==> config.mk <==
export PLATFORM = sky130hd
export DESIGN_NAME = fetch_stage
export DESIGN_NICKNAME = d
export VERILOG_FILES = /design/src/rtl/fetch_stage.sv
export SDC_FILE = /design/constraint.sdc
export NUM_CORES = 1
export LEC_CHECK = 0
export ABC_AREA = 1
export BUFFER_PORTS_ARGS = -buffer_cell sky130_fd_sc_hd__buf_2
export CAP_MARGIN = 20
export CORE_ASPECT_RATIO = 1.5
export CORE_MARGIN = 1.5
export CORE_UTILIZATION = 40
export CTS_BUF_LIST = sky130_fd_sc_hd__clkbuf_4 sky130_fd_sc_hd__clkbuf_8
export CTS_CLUSTER_DIAMETER = 40
export DETAILED_ROUTE_END_ITERATION = 8
export GPL_TIMING_DRIVEN = 0
export PLACE_DENSITY = 0.68
export SLEW_MARGIN = 25
export SYNTH_ARGS = -nofsm -noshare
export SYNTH_HDL_FRONTEND = slang
export SYNTH_SLANG_ARGS = --single-unit
==> constraint.sdc <==
create_clock -name clk -period 2.03 [get_ports clk]
set_input_delay 0.406 -clock clk [delete_from_list [all_inputs] [get_ports clk]]
set_output_delay 0.406 -clock clk [all_outputs]
set_load 0.02 [all_outputs]
==> src/rtl/fetch_stage.sv <==
// Instruction-fetch stage: PC register, imem addressing and the IF/ID register.
// Optional FETCH_PERF_CNT_EN adds fetch/stall event counters.
module fetch_stage #(
  parameter int               DBITS               = 32,
  parameter logic [DBITS-1:0] START_PC            = 32'd0,
  parameter int               IMEM_ADDR_BIT_WIDTH = 11,
  parameter logic [DBITS-1:0] NOP_INST            = 32'd0
) (
  input  logic                           clk,
  input  logic                           reset,
  input  logic                           stall,
  input  logic                           redirect_en,
  input  logic [DBITS-1:0]               redirect_pc,
  input  logic [DBITS-1:0]               imem_data,
  output logic [IMEM_ADDR_BIT_WIDTH-1:0] imem_addr,
  output logic [DBITS-1:0]               pc_out,
  output logic [DBITS-1:0]               if_inst,
  output logic [DBITS-1:0]               if_pc_plus4,
  output logic                           if_valid
`ifdef FETCH_PERF_CNT_EN
  ,
  output logic [31:0]                    fetch_count,
  output logic [31:0]                    stall_count
`endif
);

  localparam logic [DBITS-1:0] PC_STEP = DBITS'(4);

  function automatic logic [DBITS-1:0] align_pc(input logic [DBITS-1:0] addr);
    return {addr[DBITS-1:2], 2'b00};
  endfunction

  logic [DBITS-1:0] pc_p0;
  logic [DBITS-1:0] pc_plus4_p0;
  logic [DBITS-1:0] inst_p1;
  logic [DBITS-1:0] pc_plus4_p1;
  logic             vld_p1;

  // Stage 0: PC register and combinational instruction-memory address
  assign pc_plus4_p0 = pc_p0 + PC_STEP;
  assign imem_addr   = pc_p0[IMEM_ADDR_BIT_WIDTH+1:2];

  always_ff @(posedge clk or negedge reset) begin
    if (!reset) begin
      pc_p0 <= START_PC;
    end else if (redirect_en) begin
      pc_p0 <= align_pc(redirect_pc);
    end else if (!stall) begin
      pc_p0 <= pc_plus4_p0;
    end
  end

  // Stage 1: IF/ID register; a redirect discards the wrong-path word on imem_data
  always_ff @(posedge clk or negedge reset) begin
    if (!reset) begin
      inst_p1     <= NOP_INST;
      pc_plus4_p1 <= '0;
      vld_p1      <= 1'b0;
    end else if (redirect_en) begin
      inst_p1     <= NOP_INST;
      pc_plus4_p1 <= '0;
      vld_p1      <= 1'b0;
    end else if (!stall) begin
      inst_p1     <= imem_data;
      pc_plus4_p1 <= pc_plus4_p0;
      vld_p1      <= 1'b1;
    end
  end

  assign pc_out      = pc_p0;
  assign if_inst     = inst_p1;
  assign if_pc_plus4 = pc_plus4_p1;
  assign if_valid    = vld_p1;

`ifdef FETCH_PERF_CNT_EN
  always_ff @(posedge clk or negedge reset) begin
    if (!reset) begin
      fetch_count <= '0;
      stall_count <= '0;
    end else if (!redirect_en) begin
      if (stall) stall_count <= stall_count + 32'd1;
      else       fetch_count <= fetch_count + 32'd1;
    end
  end
`endif

endmodule

==> qor.txt <==
Layout Cells excl Fill: 874
CTS Sinks: 94
Final Max Slew Viols: 0
CP Max Fanout: 6
H-tree Lvls: 3
routed vias: 4,238
total power: 4.24 mW
CP delay by family, top: simple AND/OR/NAND/NOR gates
crit path kind: register to register
final instance area: 0.00575 mm²
grt total ovfl: 0
Yosys reg bits: 94
Syn Std Cell Area: 0.00448 mm²
number of synthesized flops with an enable pin: 0
top post-synthesis cells by count: nand2_1, dfrtp_1, nand3_1
Antenna Nets Post-Route: 0
Starting Density: 40.8%
Req. time, crit path: 2.29 ns
placed instance area: 0.00555 mm²
fin crit share: 88.8%
Post-CTS Setup Bufs: 0
Hold Crit Start: redirect_pc[4]
Hold Fails Final Rpt: 0
DR vias/cell: 4.85
row count: 47
Cell Pwr Density: 738 mW/mm²
Placed Cells: 857
Iter 0 DRT Violations: 206
Worst EP arrival: 2.06 ns
r2r startpoint: pc_out[3]
Max-Cap Viols: 0
Slew @ Worst Pin: 0.550 ns
total CTS buffers: 9
RSZ-0062 raised after global routing: no
CP endpoint kind: register
Mapped Cells: 538
worst path bufs/invs: 1
post-cts hold buffer count: 1
synth unique cells: 23
count of inserted antenna diode cells: 0
worst-path cell chain: ha_1 -> nand2_1 -> inv_1 -> nand3_1 -> nor2_1 -> nand3_1 -> nand3_1 -> nand2_1
GRT Total Usage: 22.8%
register area share after synthesis: 52.5%
die width: 89.4 µm
Mean Syn Cell Area: 8.33 µm²
CTS clk-pin slew, worst paths: 0.10 ns
Area Growth Syn to Fin: 28.3%
TritonRoute pass-1 iters: 4
Worst-Skew Late Latency: 0.37 ns
die area: 0.0119 mm²
Max VDD drop: 0.441 mV
launch point of the worst path: pc_out[3]
Synth area leaders: dfrtp_1, nand2_1, a22o_1
final setup fails: 0
yosys warns: 0
vias in the first global route: 4,343
I/O Pins: 176
gpl congestion: 0.901
IO Port Bufs: 170
slowest CP cell: dfrtp_1
share of cells above drive strength 1: 31.6%
relative slew slack: 63.3%
largest net degree at the start of global routing: 66
Post-CTS Resized: 0
die height: 133 µm
Worst path depth: 8
clk root buf: clkbuf_8
first-pass GRT wire length: 20,900 µm
most used cell, CP: nand3_1
count leader, synth: nand2_1
Setup Skew: 0.0123 ns
Routed wire per std cell: 14.8 µm
Worst Slack Setup Final: 0.226 ns
Max stage delay on crit path: 0.47 ns
Post-layout nets: 791
Fmax: 554 MHz
Core ar.: 0.0110 mm²
leak pwr: 3.25 nW
DP Worst Slack: 0.285 ns
top cell type by total area after synthesis: dfrtp_1
Residual DRC: 0
clk buf depth: 2
post-DP HPWL: 10,000 µm
final wirelength: 12,900 µm
asr flop ratio synth: 100%
status: finished, final reports clean
hold path depth: 3
initial antenna violation count: 0
CTS tree: built
reg2reg path depth: 8
minimum clock period: 1.80 ns
worst min-delay path class: input port to register
Main synth FF type: dfrtp_1
Synth top area share: 52.5%
launching element type of the critical path: register
==> worst register-to-register path, stage by stage, from the launching register on <==
cell and delay [ns]:
dfrtp_1 0.47, ha_1 0.20, nand2_1 0.13, inv_1 0.11
nand3_1 0.18, nor2_1 0.32, nand3_1 0.11, nand3_1 0.12
nand2_1 0.06
==> per-stage QoR <==
stage	hold WS (ns)	setup TNS, ns	utilization [%]
floorplan	0.110	0	-
global placement	0.456	-27.96	50.2
detailed placement	0.298	0	50.5
CTS	0.239	0	52.3
global route	0.244	0	52.3
finish	0.243	0	52.3
==> cell type report <==
cell class                 instances  area [µm²]
timing repair buffer             172         895
multi-input combinational        364        1750
sequential                        94        2350
clock buffer                      10         131
fill                            1094        5250
clock inverter                     6        52.6
buffer                            34         203
inverter                          47         176
tap                              147         184
==> worst paths after layout <==
check / slack, ns / to
worst max-delay path: 0.23 / pc_out[24]
worst min register to register: 0.48 / if_pc_plus4[14]
min in group asynchronous: 0.46 / if_pc_plus4[22]
worst max register to register: 0.23 / pc_out[24]
max in group asynchronous: 0.95 / pc_out[3]
worst min-delay path: 0.24 / pc_out[4]
==> power by group <==
part	internal (mW)	switching [mW]	total (mW)
Combinational	0.324	0.565	0.889
Clock	0.479	0.724	1.20
Sequential	2.01	0.140	2.15
==> state kept, by name (all words and copies together) (netlist names) <==
register     flops
if_inst         32
if_pc_plus4     31
pc_out          30
if_valid         1
==> cell usage in the layout, fill, tap and decap left out, types with 2 or more instances in the layout <==
cell,count
buf_4,16
nand2_2,2
nor2_1,32
a21oi_1,2
inv_6,2
inv_1,47
clkinvlp_4,2
nor2_2,6
buf_2,181
nand2_1,195
nand3_1,50
dfrtp_1,94
o21bai_1,6
o21ai_0,17
nor2_4,5
and2_1,2
conb_1,2
a22o_1,32
o211ai_1,8
clkbuf_1,6
clkbuf_8,9
==> logic make-up (layout without fill, tap and decap cells) <==
| group | after synthesis | in the layout | synth area share, % |
|---|---|---|---|
| xor+xnor | 1 | 1 | 0.195 |
| fa+ha+maj | 1 | 1 | 0.279 |
| simple gates | 295 | 295 | 27.8 |
| other cells | 1 | 2 | 0.0837 |
| flops | 94 | 94 | 52.5 |
| compound gates | 65 | 65 | 10.7 |
| buf+inv | 81 | 269 | 8.46 |
==> per-layer routing <==
metal  up-vias  GRT usage, %  wire length (µm)
met5         -             0                 0
met4         0          9.49               344
met3        22          3.99               696
met2       136          39.1              6670
met1      2003          27.7              5240
li1       2077             -                 -
No activity file was read; power rests on OpenSTA's default activity.
